===== src/rtl/gray_pkg.sv =====
// Shared types and helpers for the Gray-code sequencer.
// popcount is only needed when GRAY_CHECK_EN is defined.
package gray_pkg;

  localparam int MAX_W = 32;

  typedef enum logic [1:0] {
    IDLE = 2'd0,
    RUN  = 2'd1,
    DONE = 2'd2
  } state_t;

  function automatic logic [MAX_W-1:0] bin2gray(input logic [MAX_W-1:0] b);
    return b ^ (b >> 1);
  endfunction

  function automatic int unsigned popcount(input logic [MAX_W-1:0] v);
    int unsigned n;
    n = 0;
    for (int i = 0; i < MAX_W; i++) begin
      n = n + {31'b0, v[i]};
    end
    return n;
  endfunction

endpackage


===== src/rtl/gray_enc.sv =====
// Purely combinational WIDTH-bit binary-to-Gray encoder.
module gray_enc
  import gray_pkg::*;
#(
  parameter int WIDTH = 4
) (
  input  logic [WIDTH-1:0] bin,
  output logic [WIDTH-1:0] gray
);

  logic [MAX_W-1:0] wide;

  assign wide = bin2gray(MAX_W'(bin));
  assign gray = wide[WIDTH-1:0];

  // The encoder works at package width; bits above WIDTH are always zero.
  if (WIDTH < MAX_W) begin : g_hi
    logic unused_hi;
    assign unused_hi = ^wide[MAX_W-1:WIDTH];
  end

endmodule


===== src/rtl/gray_seq_ctrl.sv =====
// Binary count sequencer presenting each value with its Gray code under valid/ready.
// Optional macro GRAY_CHECK_EN adds a sticky gray_err single-bit-step monitor.
module gray_seq_ctrl
  import gray_pkg::*;
#(
  parameter int          WIDTH = 4,
  parameter int unsigned TERM  = 2**WIDTH - 1
) (
  input  logic             clk,
  input  logic             rst,
  input  logic             start,
  input  logic             stop,
  input  logic             load,
  input  logic [WIDTH-1:0] load_val,
  input  logic             dir,
  input  logic             oneshot,
  input  logic             ready,
  output logic             valid,
  output logic [WIDTH-1:0] bin_o,
  output logic [WIDTH-1:0] gray_o,
  output logic             busy,
  output logic             done
`ifdef GRAY_CHECK_EN
  ,
  output logic             gray_err
`endif
);

  localparam logic [WIDTH-1:0] TERM_V = TERM[WIDTH-1:0];

  state_t           state_reg, state_next;
  logic [WIDTH-1:0] count_reg, count_next;
  logic [WIDTH-1:0] gray_reg, gray_next;
  logic             at_term;

  assign at_term = dir ? (count_reg == TERM_V) : (count_reg == '0);

  always_comb begin
    state_next = state_reg;
    count_next = count_reg;
    unique case (state_reg)
      IDLE: begin
        if (load) count_next = load_val;
        if (start) state_next = RUN;
      end
      RUN: begin
        // stop wins over a simultaneous handshake: the value is not consumed
        if (stop) begin
          state_next = IDLE;
        end else if (ready) begin
          if (at_term) begin
            if (oneshot) state_next = DONE;
            else         count_next = dir ? '0 : '1;
          end else begin
            count_next = dir ? count_reg + WIDTH'(1) : count_reg - WIDTH'(1);
          end
        end
      end
      DONE:    state_next = IDLE;
      default: state_next = IDLE;
    endcase
  end

  // Encoding the next count lets gray_o leave a register alongside bin_o.
  gray_enc #(.WIDTH(WIDTH)) u_enc (
    .bin  (count_next),
    .gray (gray_next)
  );

  always_ff @(posedge clk) begin
    if (rst) begin
      state_reg <= IDLE;
      count_reg <= '0;
      gray_reg  <= '0;
    end else begin
      state_reg <= state_next;
      count_reg <= count_next;
      gray_reg  <= gray_next;
    end
  end

  assign valid  = (state_reg == RUN);
  assign busy   = (state_reg == RUN);
  assign done   = (state_reg == DONE);
  assign bin_o  = count_reg;
  assign gray_o = gray_reg;

`ifdef GRAY_CHECK_EN
  // gray_reg is the value being accepted; compare it with the one replacing it.
  logic stepped;
  assign stepped = (state_reg == RUN) && !stop && ready && !(at_term && oneshot);

  always_ff @(posedge clk) begin
    if (rst) begin
      gray_err <= 1'b0;
    end else if (stepped && (popcount(MAX_W'(gray_next ^ gray_reg)) != 1)) begin
      gray_err <= 1'b1;
    end
  end
`endif

endmodule


===== config.mk =====
export PLATFORM = sky130hd
export DESIGN_NAME = gray_seq_ctrl
export DESIGN_NICKNAME = d
export VERILOG_FILES = /design/src/rtl/gray_pkg.sv /design/src/rtl/gray_enc.sv /design/src/rtl/gray_seq_ctrl.sv
export SDC_FILE = /design/constraint.sdc
export NUM_CORES = 1
export LEC_CHECK = 0
export CAP_MARGIN = 30
export CORE_MARGIN = 2
export CORE_UTILIZATION = 60
export DETAILED_ROUTE_END_ITERATION = 10
export DONT_BUFFER_PORTS = 1
export GPL_TIMING_DRIVEN = 1
export PLACE_DENSITY = 0.86
export SLEW_MARGIN = 25
export SYNTH_ARGS = -nofsm -noshare
export SYNTH_HDL_FRONTEND = slang
export SYNTH_HIERARCHICAL = 1
export SYNTH_SLANG_ARGS = --single-unit

===== constraint.sdc =====
create_clock -name clk -period 3.7 [get_ports clk]
set_input_delay 0.37 -clock clk [delete_from_list [all_inputs] [get_ports clk]]
set_output_delay 0.37 -clock clk [all_outputs]
set_load 0.02 [all_outputs]

Word-level counts from Yosys, hierarchy flattened
Index checks and enable logic that the tools add are counted.
{"block": "classes", "mux": 15, "bitwise_logic": 1, "addsub": 2, "n_reduce_logical": 3, "eq_ne": 7}
{"op": "4-bit two-way mux", "count": 7}
{"op": "2-bit two-way mux", "count": 5}
{"op": "4-bit case mux with 2 select lines", "count": 1}
{"op": "3-bit != test, second input constant", "count": 2}
{"op": "4-bit by 1-bit adder with 4-bit output, second input constant", "count": 1}
{"op": "4-bit equality test, second input constant", "count": 1}
{"op": "4-bit logical NOT", "count": 1}
{"op": "2-bit case mux with 2 select lines", "count": 1}
{"op": "4-bit AND reduction", "count": 1}
{"op": "4-bit by 1-bit subtractor with 4-bit output, second input constant", "count": 1}
{"op": "4-bit by 3-bit XOR with 4-bit output", "count": 1}
{"op": "3-bit by 2-bit != test with 1-bit output, second input constant", "count": 1}
{"op": "2-bit by 1-bit equality test with 1-bit output, second input constant", "count": 1}
{"op": "2-bit equality test, second input constant", "count": 1}
{"op": "2-bit logical NOT", "count": 1}
{"op": "2-bit != test, second input constant", "count": 1}
{"op": "1-bit two-way mux", "count": 1}
{"block": "totals", "register_bits": 10, "inputBits": 12}

Longest topological paths before layout
Gate-level depths: netlist of run 1.
{"block": "depth", "word_depth": 7, "mapped_depth": 9, "ltp_nobuf": 8}

Cells and area by module
Netlist of run 1, hierarchy kept.
{"mod": "gray_seq_ctrl", "seq_area_each_um2": 200.2, "cells_each": 99, "area_each_um2": 827.0, "instances": 1}
{"mod": "gray_enc", "seq_area_each_um2": 0.0, "cells_each": 4, "area_each_um2": 33.8, "instances": 1}

Worst setup path after synthesis of run 1
Ideal clock, no wire load.
{"block": "synth_timing", "path_type": "flip-flop to flip-flop", "start": "register count_reg[1], in the netlist bin_o[1]", "end": "register gray_reg[2], in the netlist gray_o[2]", "path_stages_with_launch": 8, "arrival_time_ns": 1.965, "period_less_slack_ns": 2.079, "slack_ns": 1.621, "cell_sequence": "dfxtp_1 > ha_1 > a21o_1 > a211o_1 > a31oi_1 > o31ai_1 > xor2_1 > nor2b_1"}
{"block": "synth_via", "elab_chain_cells": 7, "word_cells_on_any_way": 11, "cone_classes": "add/sub: 2; eq/ne: 1; mux: 6; bitwise: 1; reduce/logical: 1"}
{"item": "from (decl)", "line": "gray_seq_ctrl.sv:32", "text": "logic [WIDTH-1:0] count_reg, count_next;"}
{"item": "from (signal assigned)", "line": "gray_seq_ctrl.sv:77", "text": "count_reg <= count_next;"}
{"item": "4-bit by 1-bit subtractor with 4-bit output, or another cell as far along", "line": "gray_seq_ctrl.sv:55", "text": "count_next = dir ? count_reg + WIDTH'(1) : count_reg - WIDTH'(1);"}
{"item": "4-bit two-way mux or 1-bit two-way mux (tied branches)", "line": "gray_seq_ctrl.sv:55, gray_seq_ctrl.sv:36"}
{"item": "4-bit two-way mux *", "line": "gray_seq_ctrl.sv:51", "text": "if (at_term) begin"}
{"item": "4-bit two-way mux *", "line": "gray_seq_ctrl.sv:50", "text": "end else if (ready) begin"}
{"item": "4-bit two-way mux *", "line": "gray_seq_ctrl.sv:48", "text": "if (stop) begin"}
{"item": "4-bit case mux with 2 select lines *", "line": "gray_seq_ctrl.sv:41", "text": "unique case (state_reg)"}
{"item": "net count_next[3]", "line": "gray_seq_ctrl.sv:32"}
{"item": "4-bit by 3-bit XOR with 4-bit output *", "line": "gray_pkg.sv:14", "text": "return b ^ (b >> 1);"}
{"item": "net gray_next[2]", "line": "gray_seq_ctrl.sv:33", "text": "logic [WIDTH-1:0] gray_reg, gray_next;"}
{"item": "to (signal assigned)", "line": "gray_seq_ctrl.sv:78", "text": "gray_reg <= gray_next;"}
{"item": "to (decl)", "line": "gray_seq_ctrl.sv:33"}
Mark *: on every way through the listed nets, which the timed path passes. The rest lies on a longest branch.
A chain may end at the register's enable or synchronous reset.

Final worst setup path of run 1
{"block": "layout_timing", "start": "register count_reg[0], in the netlist bin_o[0]", "end": "register gray_reg[1], in the netlist gray_o[1]"}
Same word-level chain as after synthesis.

==> reports/qor_table.md, run 1 <==
| Stage | Parameter | Reported |
|:---|:---|:---|
| sta | Total negative slack for setup checks | 0 ps |
| worst setup path | Cell with the largest stage delay on the worst path | sky130_fd_sc_hd__dfxtp_1 |
| sta | Final critical-path share of the clock period | 62.5% |
| drt | Average wire length per cell after detail routing | 16.6 µm |
| clock tree | Inserted Clock Buffers | 3 |
| yosys | Post-Synthesis Mean Instance Area | 8.36 µm² |
| global routing | Wire length of the first global-routing pass | 3.16 mm |
| floorplanning | Die W | 41.9 µm |
| yosys | Fraction of registers with async set/reset | 0% |
| place | Quantity of I/O buffers inserted on ports | 0 |
| drt | Routed via count | 789 |
| yosys | Post-synthesis cell type count | 41 |
| sta | Final period demand of the worst path | 2310 ps |
| clock tree | Number of H-tree levels | 1 |
| pwr | Maximum ir drop on the vdd rail | 0.239 mV |
| pwr | Power per Cell Area | 379 nW/µm² |
| yosys | Dominant combinational cell family by area after synthesis | compound AO/OA/AOI/OAI gates |
| clock tree | Resize count post-CTS | 0 |
| yosys | Simple-gate share of the synthesized area | 27.6% |
| yosys | Synthesis warning total | 6 |
| clock tree | Clock latency of the later-clocked register in the worst-skew pair | 280 ps |
| clock tree | Buffers from clock root to sink, at most | 2 |
| drt | Met3 Routed Length | 221 µm |
| sta | Min Hold Slack | 153 ps |
| yosys | Synthesized flop and latch total | 10 |
| floorplanning | Count of boundary I/O pins | 23 |
| sta | Final setup violation count | 0 |
| sta | Maximum clock skew at final layout | 1.59 ps |
| place | Routability cong. | 0.923 |
| drt | Detail Route met2 WL | 850 µm |
| yosys | Synth Area in XOR/XNOR | 4.07% |
| yosys | Nets in the synthesized netlist | 118 |
| clock tree | Postcts setup bufs | 0 |
| clock tree | Clock-pin transition on the worst setup and hold timing paths | 80 ps |
| yosys | Post-synth design cell area | 861 µm² |
| drt | Total Routed Length | 1.93 mm |
| global routing | GRT overflow | 0 |
| worst setup path | Arrival time of the worst setup path | 2490 ps |
| floorplanning | Area inside the core boundary | 1320 µm² |
| worst setup path | Cells traversed along the worst timing path | inv_1 -> fa_1 -> and3_4 -> o31ai_1 -> xor2_1 -> nor2b_1 |
| yosys | Share of Yosys cell area claimed by the top area cell type | 23.3% |
| floorplanning | Starting density of the core | 65.3% |
| sta | Hold Vio Cnt, Final | 0 |
| clock tree | Hold buffer count at CTS | 0 |
| yosys | Adder-cell share of the synthesized area | 5.23% |
| cells and area | Layout cell share with drive strength beyond 1 | 9.90% |
| yosys | Mux contribution to synthesized area | 1.16% |
| worst setup path | Element type at the critical path end | register |
| drt | Antenna Violating Nets Remaining | 0 |
| sta | Count of final max-slew check failures | 0 |
| global routing | Number of antenna violations at the first check in global routing | 0 |
| drt | Vias per cell | 6.80 |
| global routing | Pin count of the biggest net entering global routing | 13 |
| yosys | Most used flip-flop cell after synthesis | sky130_fd_sc_hd__dfxtp_1 |
| worst setup path | Crit path buffers/inverters | 1 |
| yosys | Number of instances in the synthesized netlist | 103 |
| clock tree | Root buffer cell | sky130_fd_sc_hd__clkbuf_4 |
| worst setup path | Gate family responsible for the most delay along the worst path | flip-flops |
| yosys | Most area-consuming cells after synthesis | sky130_fd_sc_hd__dfxtp_1 23%, sky130_fd_sc_hd__nor2b_1 6.5%, sky130_fd_sc_hd__a21oi_1 4.1%, sky130_fd_sc_hd__xor2_1 4.1%, sky130_fd_sc_hd__nand2b_1 3.6% |
| worst setup path | Setup crit start kind | register |
| drt | Post-Route M1 WL | 794 µm |
| worst setup path | Worst setup path class | register to register |
| cells and area | Signed area change from the synthesized netlist to the final layout | -0.436% |
| cells and area | Count of inserted antenna diode cells | 0 |
| clock tree | CTS sink cnt | 10 |
| cells and area | Net total in the final layout | 117 |
| place | Post-placement cell area | 821 µm² |
| place | Final HPWL DP | 1.42 mm |
| global routing | Vias in the first global route | 682 |
| clock tree | CTS tree | yes |
| floorplanning | Number of standard-cell rows in the floorplan | 13 |
| sta | Unrepaired setup endpoints after global routing | false |
| floorplanning | Die Outline Area | 1750 µm² |
| status | Run status | completed |
| drt | Residual DRC count | 0 |
| yosys | Sequential-to-total area share from yosys stat | 23.3% |
| yosys | Dominant cell by count in the synthesized netlist | sky130_fd_sc_hd__dfxtp_1 |
| global routing | Total global-route track usage | 23.9% |
| sta | Tightest Pin Transition | 611 ps |
| worst hold path | Type of the tightest min-delay check | input pin to register |
| yosys | Compound-cell area share of the yosys netlist | 28.8% |
| sta | Slew Limit Headroom | 59.2% |
| yosys | Most numerous cell types in the synthesized netlist | 10 x sky130_fd_sc_hd__dfxtp_1, 9 x sky130_fd_sc_hd__nor2b_1, 7 x sky130_fd_sc_hd__a21oi_1, 7 x sky130_fd_sc_hd__inv_1 |
| sta | Max frequency | 432 MHz |
| cells and area | Finished layout cell area | 857 µm² |
| yosys | Count of flip-flops with a built-in enable after synthesis | 0 |
| job | Reported max-cap violation count | 0 |
| floorplanning | Vert. Die Dim | 41.9 µm |
| drt | Initial DRC Count | 25 |
| yosys | Cell type with the largest total area after synthesis | sky130_fd_sc_hd__dfxtp_1 |
| drt | Iteration count of the initial detailed-routing pass | 5 |
| worst setup path | Largest stage delay on the critical path | 670 ps |
| pwr | Pleak | 0.344 nW |
| worst setup path | Worst path required time | 3880 ps |
| drt | Uppermost signal routing layer after detailed routing | met4 |
| worst setup path | CP Max Fanout | 9 |
==> metal layers <==
metal,vias to the layer above,track usage (%)
met5,-,0
li1,368,-
met1,360,31.6
met4,0,15.5
met2,54,32.5
met3,7,7.83
==> cell families (layout without fill, tap and decap cells) <==
family,count (synthesis),in the layout
and+or+nand+nor,38,38
xor gates and xnor gates,4,4
muxes,1,1
DFF,10,10
adders and majority gates,3,3
buffers and inverters,13,11
AOI/OAI and AO/OA,34,34
==> cells in the final DEF, fill, tap and decap left out, types with 3 or more instances in the layout <==
cell type,instances
sky130_fd_sc_hd__a31oi_1,3
sky130_fd_sc_hd__nand3_1,3
sky130_fd_sc_hd__xor2_1,4
sky130_fd_sc_hd__clkbuf_4,3
sky130_fd_sc_hd__nand2b_1,5
sky130_fd_sc_hd__inv_1,7
sky130_fd_sc_hd__nor2b_1,9
sky130_fd_sc_hd__dfxtp_1,10
sky130_fd_sc_hd__o21ai_0,4
sky130_fd_sc_hd__nor2_1,3
sky130_fd_sc_hd__o21ai_1,3
sky130_fd_sc_hd__a21oi_1,7
sky130_fd_sc_hd__nand2_1,5
sky130_fd_sc_hd__nand3b_1,4
==> path summary, 6_finish.rpt <==
path | start | to | slack, ps | cells after the start
worst max register to register | bin_o[0] | gray_o[1] | 1390 | 6
worst min register to register | state_reg[1] | state_reg[0] | 620 | 1
worst min-delay path | rst | gray_o[1] | 150 | 1
worst max-delay path | bin_o[0] | gray_o[1] | 1390 | 6
==> power breakdown <==
group	total [W]	internal, W	leakage [nW]	switching [W]
logic	0.0000767	0.0000350	0.240	0.0000417
registers	0.000143	0.000118	0.0824	0.0000253
clock network	0.000105	0.0000599	0.0210	0.0000454
==> stage by stage <==
| step | util, % | worst slack (ps) | power (W) | cells |
|---|---|---|---|---|
| floorplan | - | 1620 | 0.000216 | 103 |
| global placement | 62.3 | 1430 | 0.000219 | 112 |
| detailed placement | 62.3 | 1410 | 0.000221 | 112 |
| CTS | 65.1 | 1400 | 0.000325 | 116 |
| global route | 65.1 | 1220 | 0.000341 | 116 |
| finish | 65.1 | 1390 | 0.000325 | 116 |
==> final cells by class <==
| class | count | area (µm²) |
|---|---|---|
| fill | 117 | 460 |
| multi-input combinational | 80 | 576 |
| tap | 15 | 18.8 |
| sequential | 10 | 200 |
| inverter | 7 | 26.3 |
| clock buffer | 4 | 36.3 |
(Power assumes the default switching activity.)
==> inputs of run 2 (changes only) <==
--- a/config.mk
+++ b/config.mk
@@ -7,11 +7,11 @@
 export LEC_CHECK = 0
 export CAP_MARGIN = 30
 export CORE_MARGIN = 2
-export CORE_UTILIZATION = 60
+export CORE_UTILIZATION = 55
 export DETAILED_ROUTE_END_ITERATION = 10
 export DONT_BUFFER_PORTS = 1
 export GPL_TIMING_DRIVEN = 1
-export PLACE_DENSITY = 0.86
+export PLACE_DENSITY = 0.83
 export SLEW_MARGIN = 25
 export SYNTH_ARGS = -nofsm -noshare
 export SYNTH_HDL_FRONTEND = slang
==> constraint.sdc (replaced) <==
create_clock -name clk -period 2.1 [get_ports clk]
set_input_delay 0.21 -clock clk [delete_from_list [all_inputs] [get_ports clk]]
set_output_delay 0.21 -clock clk [all_outputs]
set_load 0.02 [all_outputs]
==> run 2 against run 1 <==
  * Final area increased by 9.1%
  * Critical path type unchanged
  * Count of clock-buffer cells in the layout is the same
  * Core utilization shrank 2.3 points
  * Via count increased by 5.3%
  * Critical endpoint is now gray_o[2]
  * Total power is 82% higher
  * Setup slack got worse by 1200 ps
  * Non-clock buffer count is 7 higher
  * Largest cell class unchanged
  * Register-to-register slack lost 1200 ps
  * Critical path depth up 1
  * Die area is 8.2% higher
==> reports/qor_table.md, run 2 (synthesis gave the netlist of run 1 again) <==
| Stage | Parameter | Reported | Delta |
|:---|:---|:---|:---|
| job | Reported max-cap violation count | 0 | unchanged |
| clock tree | Number of H-tree levels | 1 | unchanged |
| worst setup path | FF-to-FF End | gray_o[2] | was gray_o[1] |
| cells and area | Count of inserted antenna diode cells | 0 | unchanged |
| floorplanning | Starting density of the core | 57.8% | was 65.3% |
| clock tree | Buffers from clock root to sink, at most | 2 | unchanged |
| sta | Final setup violation count | 0 | unchanged |
| drt | Initial DRC Count | 37 | was 25 |
| floorplanning | Vert. Die Dim | 43.6 µm | was 41.9 µm |
| sta | Total negative slack for setup checks | 0 ps | unchanged |
| cells and area | Number of fillers in the final layout | 123 | was 117 |
| worst setup path | CP Depth | 7 | was 6 |
| status | Run status | completed | unchanged |
| cells and area | Signed area change from the synthesized netlist to the final layout | 8.58% | was -0.436% |
| sta | Count of final max-slew check failures | 0 | unchanged |
| drt | Antenna Violating Nets Remaining | 0 | unchanged |
| drt | Iteration count of the initial detailed-routing pass | 4 | was 5 |
| worst setup path | Worst path required time | 2270 ps | was 3880 ps |
| clock tree | CTS tree | yes | unchanged |
| pwr | Power per Cell Area | 634 nW/µm² | was 379 nW/µm² |
| worst setup path | Worst setup path class | register to register | unchanged |
| global routing | Total global-route track usage | 24.8% | was 23.9% |
| clock tree | Inserted Clock Buffers | 3 | unchanged |
| worst setup path | Cells traversed along the worst timing path | ha_1 -> a21o_1 -> a211o_1 -> a31oi_2 -> o31ai_1 -> xor2_1 -> nor2b_1 | was inv_1 -> fa_1 -> and3_4 -> o31ai_1 -> xor2_1 -> nor2b_1 |
| pwr | Pleak | 0.382 nW | was 0.344 nW |
| drt | Routed via count | 831 | was 789 |
| floorplanning | Count of boundary I/O pins | 23 | unchanged |
| sta | Final period demand of the worst path | 1930 ps | was 2310 ps |
| cells and area | Net total in the final layout | 124 | was 117 |
| worst setup path | R2R Path Start | bin_o[1] | was bin_o[0] |
| sta | Slew Limit Headroom | 70.0% | was 59.2% |
| cells and area | Most common cell after layout, fill and taps aside | sky130_fd_sc_hd__dfxtp_1 | unchanged |
| worst setup path | Arrival time of the worst setup path | 2100 ps | was 2490 ps |
| drt | Average wire length per cell after detail routing | 17.2 µm | was 16.6 µm |
| sta | Unrepaired setup endpoints after global routing | false | unchanged |
| worst setup path | CP Max Fanout | 5 | was 9 |
| sta | Maximum clock skew at final layout | 3.45 ps | was 1.59 ps |
| place | Routability cong. | 0.974 | was 0.923 |
| global routing | Number of antenna violations at the first check in global routing | 0 | unchanged |
| floorplanning | Area inside the core boundary | 1490 µm² | was 1320 µm² |
| worst setup path | Gate family responsible for the most delay along the worst path | compound AO/OA/AOI/OAI gates | was flip-flops |
| sta | Final WS setup | 168 ps | was 1390 ps |
| floorplanning | Number of standard-cell rows in the floorplan | 14 | was 13 |
| worst setup path | Setup crit start kind | register | unchanged |
| sta | Tightest Pin Transition | 449 ps | was 611 ps |
| cells and area | Leading cell types in the layout, fill and taps excluded | 10 x sky130_fd_sc_hd__dfxtp_1, 9 x sky130_fd_sc_hd__nor2b_1, 7 x sky130_fd_sc_hd__inv_1, 7 x sky130_fd_sc_hd__a21oi_1 | unchanged |
| floorplanning | Die W | 43.6 µm | was 41.9 µm |
| clock tree | CTS sink cnt | 10 | unchanged |
| global routing | Wire length of the first global-routing pass | 3.45 mm | was 3.16 mm |
| worst setup path | Crit path buffers/inverters | 0 | was 1 |
| worst setup path | Largest stage delay on the critical path | 400 ps | was 670 ps |
| cells and area | Layout cell share with drive strength beyond 1 | 16.7% | was 9.90% |
| drt | Total Routed Length | 2.13 mm | was 1.93 mm |
| worst setup path | Worst r2r path cells | 7 | was 6 |
| clock tree | Clock-pin transition on the worst setup and hold timing paths | 70 ps | was 80 ps |
| drt | Vias per cell | 6.70 | was 6.80 |
| worst setup path | R2R setup slack | 170 ps | was 1390 ps |
| global routing | GRT overflow | 0 | unchanged |
| sta | Final critical-path share of the clock period | 92.0% | was 62.5% |
| floorplanning | Die Outline Area | 1900 µm² | was 1750 µm² |
| clock tree | Root buffer cell | sky130_fd_sc_hd__clkbuf_4 | unchanged |
| place | Final HPWL DP | 1.55 mm | was 1.42 mm |
| place | Place WS | 155 ps | was 1410 ps |
| worst hold path | Type of the tightest min-delay check | input pin to register | unchanged |
| place | Quantity of I/O buffers inserted on ports | 0 | unchanged |
| pwr | Maximum ir drop on the vdd rail | 0.278 mV | was 0.239 mV |
| drt | Residual DRC count | 0 | unchanged |
| worst hold path | Instance count along the most critical hold path | 1 | unchanged |
| global routing | Pin count of the biggest net entering global routing | 12 | was 13 |
| worst hold path | Endpoint with the worst hold slack | bin_o[1] | was gray_o[1] |
| sta | Max frequency | 518 MHz | was 432 MHz |
| pwr | Design Power | 0.000592 W | was 0.000325 W |
| global routing | Vias in the first global route | 749 | was 682 |
| worst setup path | Element type at the critical path end | register | unchanged |
| sta | Hold Vio Cnt, Final | 0 | unchanged |
| worst setup path | Cell with the largest stage delay on the worst path | sky130_fd_sc_hd__dfxtp_1 | unchanged |
| worst hold path | Hold Crit Start | rst | unchanged |
| clock tree | Clock latency of the later-clocked register in the worst-skew pair | 280 ps | about the same |
[run 2: worst max path at each step]
stage,endpoint,slack [ps],startpoint
after CTS,gray_o[2],120,bin_o[1]
after global placement,gray_o[0],200,bin_o[1]
after global routing,gray_o[0],60,bin_o[1]
final,gray_o[2],170,bin_o[1]
after detailed placement,gray_o[2],160,bin_o[1]
after floorplan,gray_o[2],20,bin_o[1]
[run 2: where the power goes]
group	internal (W)	switching [W]
Clock	0.000106	0.0000766
Combinational	0.0000752	0.000101
Sequential	0.000207	0.0000262
Total	0.000388	0.000204
[run 2: cell type report]
| type | count | area, µm² | area share, % |
|---|---|---|---|
| multi-input cells | 80 | 594 | 63.6 |
| flip-flops and latches | 10 | 200 | 21.4 |
| repair buffers | 7 | 57.6 | 6.16 |
| clock buffers | 4 | 36.3 | 3.88 |
| inverters | 7 | 26.3 | 2.81 |
| well taps | 16 | 20.0 | 2.14 |
[run 2: timing repair]
| item | 4_1_cts | 5_1_grt |
|---|---|---|
| gates resized for setup | 0 | 3 |
| buffers inserted | 0 | 0 |
| hold buffers | 1 | 1 |
| endpoints found under the hold margin | 5 | 1 |
| setup endpoints to repair | 0 | 3 |
[run 2: per-stage QoR]
stage / instances / area, µm² / utilization, % / hold WS, ps
6_report: 124 / 935 / 62.8 / 21.8
5_1_grt: 124 / 935 / 62.8 / 21.8
4_1_cts: 123 / 906 / 60.8 / 2.08
3_5_place_dp: 118 / 860 / 57.7 / 285
3_3_place_gp: 118 / 860 / 57.7 / 284
2_1_floorplan: 103 / 861 / - / 358
[run 2: layer usage]
| layer | GRT usage, % | wire, µm | part of all wire, % |
|---|---|---|---|
| met1 | 31.6 | 832 | 39 |
| met2 | 38.5 | 1040 | 49 |
| met3 | 5.83 | 213 | 10 |
| met4 | 13.3 | 48 | 2.3 |
| met5 | 0 | 0 | 0 |
==> inputs of run 3 (changes only) <==
--- a/config.mk
+++ b/config.mk
@@ -12,6 +12,7 @@
 export DONT_BUFFER_PORTS = 1
 export GPL_TIMING_DRIVEN = 1
 export PLACE_DENSITY = 0.83
+export REMOVE_ABC_BUFFERS = 1
 export SLEW_MARGIN = 25
 export SYNTH_ARGS = -nofsm -noshare
 export SYNTH_HDL_FRONTEND = slang
==> run 3 against run 2 <==
  * Flip-flop and latch count did not move
  * Combinational power fell by 3%
  * Critical path depth unchanged
  * Count of clock-buffer cells in the layout unchanged
  * Register-to-register slack is essentially flat
  * Clock power about the same
  * First-iteration DRC count increased by 14%
  * Non-clock buffer count shrank 1
  * Core utilization down 1.9 points
  * Worst hold slack better by 14 ps
  * Fmax down 0.19%
  * Critical path type unchanged
==> reports/qor_table.md, run 3 (synthesis gave the netlist of run 1 again) <==
| Stage | Parameter | Reported | Delta |
|:---|:---|:---|:---|
| global routing | Wire length of the first global-routing pass | 3.31 mm | was 3.45 mm |
| cells and area | Signed area change from the synthesized netlist to the final layout | 5.23% | was 8.58% |
| global routing | GRT overflow | 0 | unchanged |
| global routing | Vias in the first global route | 788 | was 749 |
| global routing | Number of antenna violations at the first check in global routing | 0 | unchanged |
| drt | Vias per cell | 6.51 | was 6.70 |
| pwr | Design Power | 0.000586 W | was 0.000592 W |
| cells and area | Count of inserted antenna diode cells | 0 | unchanged |
| worst setup path | Start point of the critical path | bin_o[1] | unchanged |
| worst hold path | Type of the tightest min-delay check | input pin to register | unchanged |
| floorplanning | Die W | 43.6 µm | unchanged |
| drt | Average wire length per cell after detail routing | 16.8 µm | was 17.2 µm |
| drt | Total Routed Length | 2.06 mm | was 2.13 mm |
| drt | Routed via count | 801 | was 831 |
| worst setup path | Setup crit start kind | register | unchanged |
| global routing | Pin count of the biggest net entering global routing | 12 | unchanged |
| cells and area | Layout cell share with drive strength beyond 1 | 14.0% | was 16.7% |
| cells and area | Finished layout cell area | 906 µm² | was 935 µm² |
| cells and area | Most common cell after layout, fill and taps aside | sky130_fd_sc_hd__dfxtp_1 | unchanged |
| place | Final HPWL DP | 1.51 mm | was 1.55 mm |
| worst hold path | Endpoint with the worst hold slack | bin_o[3] | was bin_o[1] |
| clock tree | Clock latency of the later-clocked register in the worst-skew pair | 280 ps | about the same |
| place | Routability cong. | 0.879 | was 0.974 |
| worst setup path | R2R Path Start | bin_o[1] | unchanged |
| status | Run status | completed | unchanged |
| sta | Final setup violation count | 0 | unchanged |
| cells and area | Number of fillers in the final layout | 127 | was 123 |
| drt | Initial DRC Count | 42 | was 37 |
| worst hold path | Hold Crit Start | rst | unchanged |
| floorplanning | Count of boundary I/O pins | 23 | unchanged |
| worst hold path | Instance count along the most critical hold path | 1 | unchanged |
| clock tree | Resize count post-CTS | 0 | unchanged |
| sta | Count of final max-slew check failures | 0 | unchanged |
| place | Post-placement cell area | 860 µm² | unchanged |
| sta | Unrepaired setup endpoints after global routing | false | unchanged |
| cells and area | FF+latch area | 200 µm² | unchanged |
| worst setup path | Arrival time of the worst setup path | 2100 ps | about the same |
| sta | Final critical-path share of the clock period | 92.2% | was 92.0% |
| cells and area | Net total in the final layout | 123 | was 124 |
| cells and area | Leading cell types in the layout, fill and taps excluded | 10 x sky130_fd_sc_hd__dfxtp_1, 9 x sky130_fd_sc_hd__nor2b_1, 7 x sky130_fd_sc_hd__inv_1, 7 x sky130_fd_sc_hd__a21oi_1 | unchanged |
| floorplanning | Starting density of the core | 57.8% | unchanged |
| clock tree | Number of H-tree levels | 1 | unchanged |
| worst setup path | CP Max Fanout | 4 | was 5 |
| sta | Slew Limit Headroom | 65.2% | was 70.0% |
| clock tree | Buffers from clock root to sink, at most | 2 | unchanged |
| sta | Final period demand of the worst path | 1940 ps | was 1930 ps |
| pwr | Power per Cell Area | 647 nW/µm² | was 634 nW/µm² |
| worst setup path | Worst r2r path cells | 7 | unchanged |
| sta | Tightest Pin Transition | 515 ps | was 449 ps |
| pwr | Maximum ir drop on the vdd rail | 0.240 mV | was 0.278 mV |
| sta | Max frequency | 517 MHz | was 518 MHz |
| worst setup path | R2R setup slack | 160 ps | was 170 ps |
| clock tree | Clock-pin transition on the worst setup and hold timing paths | 70 ps | about the same |
| worst setup path | FF-to-FF End | gray_o[2] | unchanged |
| clock tree | Root buffer cell | sky130_fd_sc_hd__clkbuf_4 | unchanged |
| clock tree | CTS tree | yes | unchanged |
| pwr | Pleak | 0.374 nW | was 0.382 nW |
| clock tree | Inserted Clock Buffers | 3 | unchanged |
| worst setup path | Element type at the critical path end | register | unchanged |
| job | Reported max-cap violation count | 0 | unchanged |
| floorplanning | Die Outline Area | 1900 µm² | unchanged |
| drt | Antenna Violating Nets Remaining | 0 | unchanged |
| floorplanning | Number of standard-cell rows in the floorplan | 14 | unchanged |
| floorplanning | Area inside the core boundary | 1490 µm² | unchanged |
| clock tree | CTS sink cnt | 10 | unchanged |
| place | Placed insts | 118 | unchanged |
| floorplanning | Vert. Die Dim | 43.6 µm | unchanged |
| sta | Hold Vio Cnt, Final | 0 | unchanged |
| drt | Residual DRC count | 0 | unchanged |
| global routing | Total global-route track usage | 23.2% | was 24.8% |
| cells and area | Number of non-filler instances in the completed layout | 123 | was 124 |
| worst setup path | Worst path required time | 2270 ps | about the same |
| cells and area | Multi-input combinational cell area | 576 µm² | was 594 µm² |
| place | Quantity of I/O buffers inserted on ports | 0 | unchanged |
| worst setup path | Worst setup path class | register to register | unchanged |
| sta | Total negative slack for setup checks | 0 ps | unchanged |
| sta | Maximum clock skew at final layout | 1.88 ps | was 3.45 ps |
| drt | Iteration count of the initial detailed-routing pass | 4 | unchanged |
[run 3: report_power, final]
part	internal [W]	switching (W)	total (W)
logic	0.0000718	0.0000989	0.000171
clock network	0.000106	0.0000789	0.000184
registers	0.000207	0.0000240	0.000231
[run 3: worst max-delay path: stages (launching register included)]
cell                      delay, ps
sky130_fd_sc_hd__dfxtp_1        340
sky130_fd_sc_hd__ha_1           300
sky130_fd_sc_hd__a21o_1         150
sky130_fd_sc_hd__a21oi_1         80
sky130_fd_sc_hd__o41ai_1        510
sky130_fd_sc_hd__o31ai_1        160
sky130_fd_sc_hd__xor2_1         150
sky130_fd_sc_hd__nor2b_1        130
[run 3: area by class of cell]
type	instances	area share, %
Timing Repair Buffer	6	5.25
Sequential cell	10	22.1
Tap cell	16	2.21
Clock buffer	4	4.01
Multi-Input combinational cell	80	63.5
Inverter	7	2.90
[run 3: routing by layer]
metal	track usage [%]	up-vias	share of wire (%)
met5	0	-	0
met4	16.4	0	2.6
met3	4.17	7	9.4
met2	37.9	55	47
met1	27.2	357	41
li1	-	382	-
[run 3: how the worst max path moves through the flow]
| stage | slack (ps) | endpoint | depth (start not counted) |
|---|---|---|---|
| final | 160 | gray_o[2] | 7 |
| after global routing | 6 | gray_o[2] | 7 |
| after CTS | 140 | gray_o[2] | 7 |
| after detailed placement | 160 | gray_o[2] | 7 |
| after global placement | 250 | gray_o[2] | 7 |
| after floorplan | 30 | gray_o[2] | 7 |
[run 3: through the flow]
| stage | util (%) | hold WS [ps] | setup slack (ps) |
|---|---|---|---|
| detailed placement | 57.7 | 284 | 162 |
| CTS | 60.8 | 35.8 | 140 |
| floorplan | - | 279 | 30.4 |
| global placement | 57.7 | 282 | 246 |
| global route | 60.8 | 35.7 | 5.86 |
| finish | 60.8 | 36.1 | 164 |
[run 3: timing repair]
item | in CTS | in global routing
hold buffers | 1 | 0
buffers inserted | 0 | 0
endpoints found under the hold margin | 6 | 0
